--- src/rtl/tvp_pkg.sv ---
// Shared types and helpers for the TVP frame packer.
package tvp_pkg;

    typedef enum logic [1:0] {
        IDLE = 2'd0,
        RUN  = 2'd1,
        DONE = 2'd2
    } state_e;

    localparam logic MODE_888 = 1'b0;
    localparam logic MODE_565 = 1'b1;

    // Channels arrive MSB-aligned in 10 bits so one helper serves every COLOR_BITS.
    function automatic logic [15:0] pack565(input logic [9:0] r, input logic [9:0] g,
                                            input logic [9:0] b);
        return {r[9:5], g[9:4], b[9:5]};
    endfunction

endpackage

--- src/rtl/tvp_frame_packer_sync_fifo.sv ---
// Packed-word FIFO with combinational head read and synchronous flush.
module sync_fifo #(
    parameter int WIDTH = 32,
    parameter int DEPTH = 8,
    localparam int AW   = $clog2(DEPTH),
    localparam int LW   = AW + 1
) (
    input  logic             gclk,
    input  logic             grst_n,
    input  logic             flush,
    input  logic             push,
    input  logic [WIDTH-1:0] wdata,
    input  logic             pop,
    output logic [WIDTH-1:0] rdata,
    output logic             full,
    output logic             empty,
    output logic [LW-1:0]    level
);

    logic [WIDTH-1:0] mem [DEPTH];
    logic [AW:0]      wr_ptr, rd_ptr;
    logic             do_push, do_pop;

    // A push into a full FIFO is still taken when the head leaves the same cycle.
    assign do_push = push && (!full || pop);
    assign do_pop  = pop && !empty;
    assign level   = LW'(wr_ptr - rd_ptr);
    assign full    = (level == LW'(DEPTH));
    assign empty   = (level == '0);
    assign rdata   = mem[rd_ptr[AW-1:0]];

    // Pointer update; flush wins over any concurrent push/pop.
    always_ff @(posedge gclk or negedge grst_n) begin
        if (!grst_n) begin
            wr_ptr <= '0;
            rd_ptr <= '0;
        end else if (flush) begin
            wr_ptr <= '0;
            rd_ptr <= '0;
        end else begin
            if (do_push) wr_ptr <= wr_ptr + 1'b1;
            if (do_pop)  rd_ptr <= rd_ptr + 1'b1;
        end
    end

    // Storage needs no reset; the pointers define what is valid.
    always_ff @(posedge gclk) begin
        if (do_push && !flush) mem[wr_ptr[AW-1:0]] <= wdata;
    end

endmodule

--- src/rtl/tvp_frame_packer.sv ---
// Captures TVP pixels on sample_clock edges, packs them into 32-bit words and
// streams them as sequential SDRAM writes from BASE_ADDR for NUM_WORDS words.
module tvp_frame_packer
    import tvp_pkg::*;
#(
    parameter int COLOR_BITS = 8,
    parameter int FIFO_DEPTH = 8,
    parameter int ADDR_WIDTH = 23,
    parameter int BASE_ADDR  = 0,
    parameter int NUM_WORDS  = 1024
) (
    input  logic                  clk,
    input  logic                  rst,
    input  logic                  start,
    input  logic                  mode,
    input  logic [COLOR_BITS-1:0] r,
    input  logic [COLOR_BITS-1:0] g,
    input  logic [COLOR_BITS-1:0] b,
    input  logic                  sample_clock,
    output logic [ADDR_WIDTH-1:0] addr,
    output logic                  rw,
    output logic [31:0]           data_out,
    input  logic                  busy,
    output logic                  in_valid,
    output logic                  done,
    output logic                  overflow,
    output logic [7:0]            leds
);

    localparam int LW    = $clog2(FIFO_DEPTH) + 1;
    localparam int CNT_W = $clog2(NUM_WORDS + 1);
    localparam int SH    = 10 - COLOR_BITS;

    state_e             state_q, state_d;
    logic [2:0]         sync_pipe;
    logic               ev_q, sample_ev, armed;
    logic               mode_q;
    logic               half_valid;
    logic [15:0]        half_data, pix16;
    logic               push, accept, flush;
    logic [31:0]        push_data;
    logic               fifo_full, fifo_empty;
    logic [LW-1:0]      fifo_level;
    logic [6:0]         lvl_ext;
    logic [4:0]         lvl_sat;
    logic [CNT_W-1:0]   count_q;
    logic               last_word;

    // Two-flop synchroniser plus a third flop for edge detection; the event is
    // registered so it lands 3 clk after the strobe edge.
    always_ff @(posedge clk or negedge rst) begin
        if (!rst) begin
            sync_pipe <= '0;
            ev_q      <= 1'b0;
        end else begin
            sync_pipe <= {sync_pipe[1:0], sample_clock};
            ev_q      <= sync_pipe[1] & ~sync_pipe[2];
        end
    end

    assign armed     = (state_q == RUN);
    assign sample_ev = ev_q && armed && !start;

    assign pix16 = pack565(10'(r) << SH, 10'(g) << SH, 10'(b) << SH);

    // Select what (if anything) a sample event pushes into the FIFO.
    always_comb begin
        push      = 1'b0;
        push_data = 32'({r, g, b});
        if (sample_ev) begin
            if (mode_q == MODE_888) begin
                push = 1'b1;
            end else if (half_valid) begin
                push      = 1'b1;
                push_data = {pix16, half_data};
            end
        end
    end

    // RGB565 half latch holds the first pixel of each pair.
    always_ff @(posedge clk or negedge rst) begin
        if (!rst) begin
            half_valid <= 1'b0;
            half_data  <= '0;
        end else if (start || state_q == DONE) begin
            half_valid <= 1'b0;
        end else if (sample_ev && mode_q == MODE_565) begin
            half_valid <= !half_valid;
            if (!half_valid) half_data <= pix16;
        end
    end

    assign in_valid = armed && !fifo_empty;
    assign rw       = in_valid;
    assign accept   = in_valid && !busy;
    assign flush    = start || (state_q == DONE);

    sync_fifo #(.WIDTH(32), .DEPTH(FIFO_DEPTH)) u_fifo (
        .gclk   (clk),
        .grst_n (rst),
        .flush  (flush),
        .push   (push),
        .wdata  (push_data),
        .pop    (accept),
        .rdata  (data_out),
        .full   (fifo_full),
        .empty  (fifo_empty),
        .level  (fifo_level)
    );

    // Start re-arms the capture; accepts advance address and word count.
    always_ff @(posedge clk or negedge rst) begin
        if (!rst) begin
            addr     <= '0;
            count_q  <= '0;
            mode_q   <= MODE_888;
            overflow <= 1'b0;
        end else if (start) begin
            addr     <= ADDR_WIDTH'(BASE_ADDR);
            count_q  <= '0;
            mode_q   <= mode;
            overflow <= 1'b0;
        end else begin
            if (accept) begin
                addr    <= addr + 1'b1;
                count_q <= count_q + 1'b1;
            end
            if (push && fifo_full && !accept) overflow <= 1'b1;
        end
    end

    assign last_word = (count_q == CNT_W'(NUM_WORDS - 1));

    // FSM state register.
    always_ff @(posedge clk or negedge rst) begin
        if (!rst) state_q <= IDLE;
        else      state_q <= state_d;
    end

    // FSM next state: start always (re)enters RUN, the last accept ends it.
    always_comb begin
        state_d = state_q;
        case (state_q)
            IDLE:    if (start) state_d = RUN;
            RUN: begin
                if (start)                    state_d = RUN;
                else if (accept && last_word) state_d = DONE;
            end
            DONE:    if (start) state_d = RUN;
            default: state_d = IDLE;
        endcase
    end

    assign done    = (state_q == DONE);
    assign lvl_ext = 7'(fifo_level);
    assign lvl_sat = (lvl_ext > 7'd31) ? 5'd31 : lvl_ext[4:0];
    assign leds    = {done, overflow, armed, lvl_sat};

endmodule

--- config.mk ---
export PLATFORM = sky130hd
export DESIGN_NAME = tvp_frame_packer
export DESIGN_NICKNAME = d
export VERILOG_FILES = /design/src/rtl/tvp_pkg.sv /design/src/rtl/tvp_frame_packer_sync_fifo.sv /design/src/rtl/tvp_frame_packer.sv
export SDC_FILE = /design/constraint.sdc
export NUM_CORES = 1
export LEC_CHECK = 0
export CAP_MARGIN = 20
export CORE_MARGIN = 3
export CORE_UTILIZATION = 45
export DETAILED_ROUTE_END_ITERATION = 10
export DONT_BUFFER_PORTS = 1
export GPL_TIMING_DRIVEN = 1
export HOLD_SLACK_MARGIN = 0.12
export PLACE_DENSITY = 0.68
export SKIP_LAST_GASP = 1
export SLEW_MARGIN = 20
export SYNTH_ARGS = -nofsm -noshare
export SYNTH_HDL_FRONTEND = slang
export SYNTH_SLANG_ARGS = --single-unit
--- constraint.sdc ---
create_clock -name clk -period 6.1 [get_ports clk]
set_input_delay 0.915 -clock clk [delete_from_list [all_inputs] [get_ports clk]]
set_output_delay 0.915 -clock clk [all_outputs]
set_load 0.02 [all_outputs]
==> results.cfg, run 1 <==
[status]
status = completed

[synthesis]
yosysMostFrequentCell = edfxtp_1
yosys_warnings = 0
synth_nets = 862
synth_ff_type = edfxtp_1
synthesis.area_um2 = 13400
ys_top_cells_by_count = 256 x edfxtp_1, 122 x nand2_1, 67 x dfrtp_1, 64 x mux4_2, 43 x mux2_2
synthCells = 824
ys_ff_latch = 323
yosysSeqAreaShare_pct = 70.0
ys_async_sr_fraction_pct = 20.7
synth_area_per_cell_um2 = 16.2
yosys.area.top_type = edfxtp_1
ys_types = 51
synth_edf_count = 256
synthTopCellsByArea = edfxtp_1 57%, dfrtp_1 13%, mux4_2 11%
netlist.area_leader.share_pct = 57.5

[global_route]
grt_pass1_vias = 7329
antenna_found_initial = 3
grt-ovfl-total = 0
grtUsageTotal_pct = 17.4
grt_max_degree = 68
grt_pass1_wl_um = 42300

[clocking]
cts-root-buf = clkbuf_16
cts_tree = done
clockBufferDepth = 3
htreeDepth = 1
cts_made_buffers = 31
ctsResizeCount = 0
hold_buffers = 1
clock-sinks = 323
clkTransAtPathRegs_ns = 0.07
post_cts_buffers = 0
clock_latency_ns = 0.56

[run]
cap_violations = 0

[sta]
setup_tns_ns = 0
period_share_pct = 65.4
setup_viol = 0
finClkSkew_ns = 0.0166
tightest_slew_ns = 0.986
relSlewSlack_pct = 34.3
hold_ws_ns = 0.238
grt_setup_unrepaired = false
fmax_ghz = 0.251
slew_viol_final = 0
min_period_ns = 3.99
timing.final.hold_violations = 0

[floorplanning]
fp-row-count = 62
die_h_um = 178
ioPinCount = 97
die-width_um = 178
die_area_um2 = 31800
start_util_pct = 46.1
core_area_um2 = 29000

[critical_path]
crit_chain = ha_1, inv_1, fa_1, xor2_1, or2_2, nor2_1, nor2_1, buf_4
rr_worst_depth = 9
rr_endpoint = u_fifo.mem[5][8]$_DFFE_PP_
endpoint_kind = output port
cp_slowest_stage_delay_ns = 0.68
crit_type = reg -> out
startpoint_type = flop
reg2reg_slack_ns = 2.15
cp_slowest_cell = dfrtp_4
r2r_start = u_fifo.rd_ptr[0]$_DFFE_PN0P_
arrival_ns = 3.07
cp_common_cell = nor2_1
critical_path.max_fanout = 21
required_ns = 5.18

[layout]
final_core_util_pct = 51.3
num-fill-cells = 2365
fin_nets = 873
drive_above_1_share_pct = 21.9
areaGrowthSynthToFinish_pct = 11.2
antennaDiodeCount = 0

[place]
globalplace.congestion = 0.759
dp_hpwl_um = 16500
portBuffers = 0

[power_and_ir_drop]
power_density_nw_per_um2 = 358
ir_drop_uv = 225
p_leak_nw = 4.95

[drt]
totalWireLength_um = 27300
via_per_inst = 5.74
drt-pass1-iter-count = 5
wl_met2_um = 13700
highest-signal-layer = met5
drt_first_iter_violations = 580
drt-met1-wl_um = 11200
drcViolationCount = 0
wl_per_cell_um = 22.0
met3_length_um = 1820
via_count = 7138
ant_nets = 0

[hold_path]
hold_path_class = in -> async
[flip-flops by register name, summed over array words and instances, names as in the netlist]
register and cells:
u_fifo.rd_ptr 4, half_valid 1, addr 23, sync_pipe 3, half_data 16, ev_q 1, count_q 11, state_q 2
overflow 1, mode_q 1, u_fifo.wr_ptr 4, u_fifo.mem 256
[how the worst max path moves through the flow]
stage	cells after the start	endpoint	startpoint	slack [ns]
global route	8	in_valid	u_fifo.rd_ptr[0]$_DFFE_PN0P_	1.91
floorplan	10	u_fifo.mem[1][0]$_DFFE_PP_	u_fifo.rd_ptr[1]$_DFFE_PN0P_	-0.14
detailed placement	9	u_fifo.mem[5][5]$_DFFE_PP_	u_fifo.rd_ptr[0]$_DFFE_PN0P_	2.14
finish	8	in_valid	u_fifo.rd_ptr[0]$_DFFE_PN0P_	2.11
CTS	8	in_valid	u_fifo.rd_ptr[0]$_DFFE_PN0P_	2.02
global placement	9	u_fifo.mem[5][13]$_DFFE_PP_	u_fifo.rd_ptr[0]$_DFFE_PN0P_	2.26
[area by class of cell]
class                           count  area [µm²]  share of cell area [%]
Clock buffer                       51         921                    6.19
Clock inverter                      7        52.6                   0.353
Inverter                           17        63.8                   0.429
Multi-Input combinational cell    441        3810                    25.6
Sequential cell                   323        9370                    63.0
Tap cell                          384         480                    3.23
Timing Repair Buffer               21         178                    1.19
[per-layer routing]
| layer | vias up | track usage (%) |
|---|---|---|
| met2 | 189 | 29.3 |
| met3 | 39 | 4.09 |
| met4 | 6 | 4.25 |
| met1 | 3684 | 23.0 |
| li1 | 3220 | - |
| met5 | - | 0 |
[layout by cell type (no fill, tap or decap), drive strengths merged, types with 2 or more instances in the layout]
cell type and count:
clkinvlp 2, and2 2, nand2b 8, and4 4
mux4 64, edfxtp 256, nand3b 3, and3 12
nor2 17, o21ai 20, nand4 5, or4 12
inv 17, a311o 2, clkinv 5, xnor2 6
nand3 18, dfrtp 67, o211ai 2, nor4 10
nor3 4, mux2 43, ha 7, o31ai 11
or3 14, a211oi 4, a21oi 35, xor2 2
nand2 122, clkbuf 51, buf 21
[worst max-delay path, delay by kind of cell (launching register included)]
family	cells	cell delay, ns
xor+xnor	1	0.56
buf+inv	2	0.25
flops	1	0.68
fa+ha+maj	2	0.64
simple gates	3	0.38
[where the power goes]
part,internal [mW],switching (mW)
Clock,1.03,0.776
Sequential,2.44,0.0734
Combinational,0.394,0.621
[metrics by stage]
stage          power [mW]  cells  worst slack (ns)  cell area [µm²]
2_1_floorplan        3.37    824            -0.138            13400
3_3_place_gp         3.56   1185              2.26            13900
3_5_place_dp         3.58   1185              2.14            13900
4_1_cts              5.40   1244              2.02            14900
5_1_grt              5.56   1244              1.91            14900
6_report             5.33   1244              2.11            14900
[cells by family (layout without fill, tap and decap cells)]
group / Yosys count / in the layout / share of synthesized area (%)
flip-flops: 323 / 323 / 70.0
adder cells (fa/ha/maj): 8 / 8 / 0.804
multiplexers: 108 / 108 / 14.5
buffers and inverters: 60 / 96 / 1.96
AO/OA/AOI/OAI: 80 / 80 / 3.55
XOR/XNOR: 8 / 8 / 0.524
other: 1 / 1 / 0.0280
AND/OR/NAND/NOR: 236 / 236 / 8.66
(Power assumes the default switching activity.)
==> run 2, diff against run 1 <==
Settings changed: ABC_AREA set to 1, PLACE_DENSITY 0.68 to 0.66.
Clock period 6.1 ns to 3.7 ns, I/O delays scaled along.
==> run 2 against run 1 <==
Effect of this change:
- power rose by 67%
- first-iteration DRC count rose by 19%
- die area grew 4.0%
- cell area increased by 3.6%
- critical path depth shrank 2
- routed wire length rose by 18%
- largest cell class unchanged
==> results.cfg, run 2 <==
[drt]
via_count = 9320
ant_nets = 0
wl_per_cell_um = 19.0
via_per_inst = 5.49
drcViolationCount = 0
drt_first_iter_violations = 692
drt-pass1-iter-count = 5
totalWireLength_um = 32200

[global_route]
antenna_found_initial = 1
grt_pass1_wl_um = 51300
grt-ovfl-total = 0
grt_max_degree = 89
grt_pass1_vias = 9267
grtUsageTotal_pct = 19.3

[synthesis]
yosysMostFrequentCell = nand2_1
ys_top_cells_by_count = 280 x nand2_1, 256 x edfxtp_1, 216 x nor2_1, 159 x o21ai_0, 67 x dfrtp_1
synth_area_per_cell_um2 = 10.8
ys_ff_latch = 323
yosysSeqAreaShare_pct = 67.2
ys_async_sr_fraction_pct = 20.7
synth_nets = 1333
synthesis.area_um2 = 13900
synthCells = 1295
yosys_warnings = 0
yosys.area.top_type = edfxtp_1
synth_edf_count = 256
synthTopCellsByArea = edfxtp_1 55%, dfrtp_1 12%, nand2_1 7.5%
synth_ff_type = edfxtp_1
ys_types = 38
netlist.area_leader.share_pct = 55.2

[floorplanning]
core_area_um2 = 30100
start_util_pct = 46.3
fp-row-count = 63
die_area_um2 = 33100
die-width_um = 182
ioPinCount = 97
die_h_um = 182

[sta]
slew_viol_final = 0
grt_setup_unrepaired = false
timing.final.hold_violations = 0
finClkSkew_ns = 0.0226
relSlewSlack_pct = 34.9
setup_viol = 0
tightest_slew_ns = 0.973
hold_ws_ns = 0.158
min_period_ns = 3.30
setup_ws_ns = 0.396
period_share_pct = 89.3
fmax_ghz = 0.303

[critical_path]
critical_path.max_fanout = 72
critical-path-top-delay-family = buffers and inverters
cp_slowest_stage_delay_ns = 0.52
startpoint_type = flop
crit_type = reg -> out
required_ns = 3.14
arrival_ns = 2.75
endpoint_kind = output port
cp_common_cell = nand2_1
reg2reg_slack_ns = 0.56
crit_chain = buf_4, buf_6, o21ai_0, o22ai_1, nand2_1, nand2_1
critPathBufInv = 2
cp_slowest_cell = buf_4

[place]
dp_hpwl_um = 18800
portBuffers = 0
pre_cts_slack_ns = 0.564
globalplace.congestion = 0.876

[power_and_ir_drop]
finalPower_mw = 8.92
ir_drop_uv = 397
p_leak_nw = 5.82
power_density_nw_per_um2 = 579

[layout]
antennaDiodeCount = 0
final_core_util_pct = 51.2
largest_reg_flops = 256
final_common_cell = nand2_1
fin_nets = 1321
drive_above_1_share_pct = 8.25
multi_input_comb_area_um2 = 4050
areaGrowthSynthToFinish_pct = 10.7
num-fill-cells = 2650
final_cell_mix = 280 x nand2_1, 256 x edfxtp_1, 208 x nor2_1
seq_area_um2 = 9370

[clocking]
clock-sinks = 323
clock_latency_ns = 0.52
cts_made_buffers = 35
cts-root-buf = clkbuf_16
cts_tree = done
clockBufferDepth = 3
clkTransAtPathRegs_ns = 0.06
post_cts_buffers = 0
htreeDepth = 2

[status]
status = completed

[run]
cap_violations = 0

[hold_path]
hold_path_class = in -> reg
run 2: cell count changes after synthesis, sizes merged, moves of 14 or more:
| cell | previous run | this run |
|---|---|---|
| a21oi | 35 | 13 |
| clkbuf | 19 | 49 |
| inv | 16 | 56 |
| mux2 | 43 | 5 |
| mux4 | 64 | 0 |
| nand2 | 122 | 284 |
| nand3 | 18 | 37 |
| nor2 | 17 | 220 |
| o21ai | 20 | 170 |
| o22ai | 0 | 64 |
| or3 | 14 | 0 |
| xor2 | 2 | 19 |
run 2: repair_timing:
action | in CTS | in global routing
hold buffers | 3 | 0
resized for setup | 0 | 1
setup endpoints to repair | 0 | 1
endpoints found under the hold margin | 68 | 0
run 2: cell families (layout without fill, tap and decap cells):
family	Yosys count	in the layout	synth area share (%)
AND/OR/NAND/NOR	553	553	15.8
XOR/XNOR	27	27	1.70
AO/OA/AOI/OAI	249	249	9.81
buffers and inverters	129	143	4.15
adder cells (fa/ha/maj)	8	8	0.772
flip-flops	323	323	67.2
other	1	1	0.0269
multiplexers	5	5	0.485
run 2: area by class of cell:
class	count	share of cell area, %
Sequential cell	323	60.8
Tap cell	390	3.17
Inverter	57	1.43
Multi-Input combinational cell	843	26.3
Clock buffer	42	5.85
Timing Repair Buffer	23	1.71
Clock inverter	21	0.812
run 2: metal layers:
metal	vias up	global-route usage [%]	routed length, µm
met5	-	0	13
met4	2	5.36	640
met2	326	31.0	15100
met1	4505	26.7	13900
met3	61	4.19	2530
li1	4426	-	-
run 2: power breakdown:
group | internal (mW) | switching, mW
registers | 4.00 | 0.0614
clock network | 1.76 | 1.40
logic | 0.443 | 1.26
run 2: path summary, 6_finish.rpt:
kind,cells past startpoint,endpoint,start
max in group asynchronous,2,u_fifo.rd_ptr[0]$_DFFE_PN0P_,rst
max reg2reg,12,u_fifo.mem[5][30]$_DFFE_PP_,u_fifo.wr_ptr[0]$_DFFE_PN0P_
max,6,data_out[28],u_fifo.rd_ptr[0]$_DFFE_PN0P_
min reg2reg,0,sync_pipe[1]$_DFF_PN0_,sync_pipe[0]$_DFF_PN0_
min,1,mode_q$_DFFE_PN0P_,start
min in group asynchronous,2,addr[12]$_DFFE_PN0P_,rst
run 2: per-stage QoR:
step                      TNS, ns  area [µm²]  instances
after detailed placement        0       14300       1633
after floorplan            -87.82       13900       1295
after CTS                       0       15400       1699
after global placement          0       14300       1633
after global routing            0       15400       1699
final                           0       15400       1699
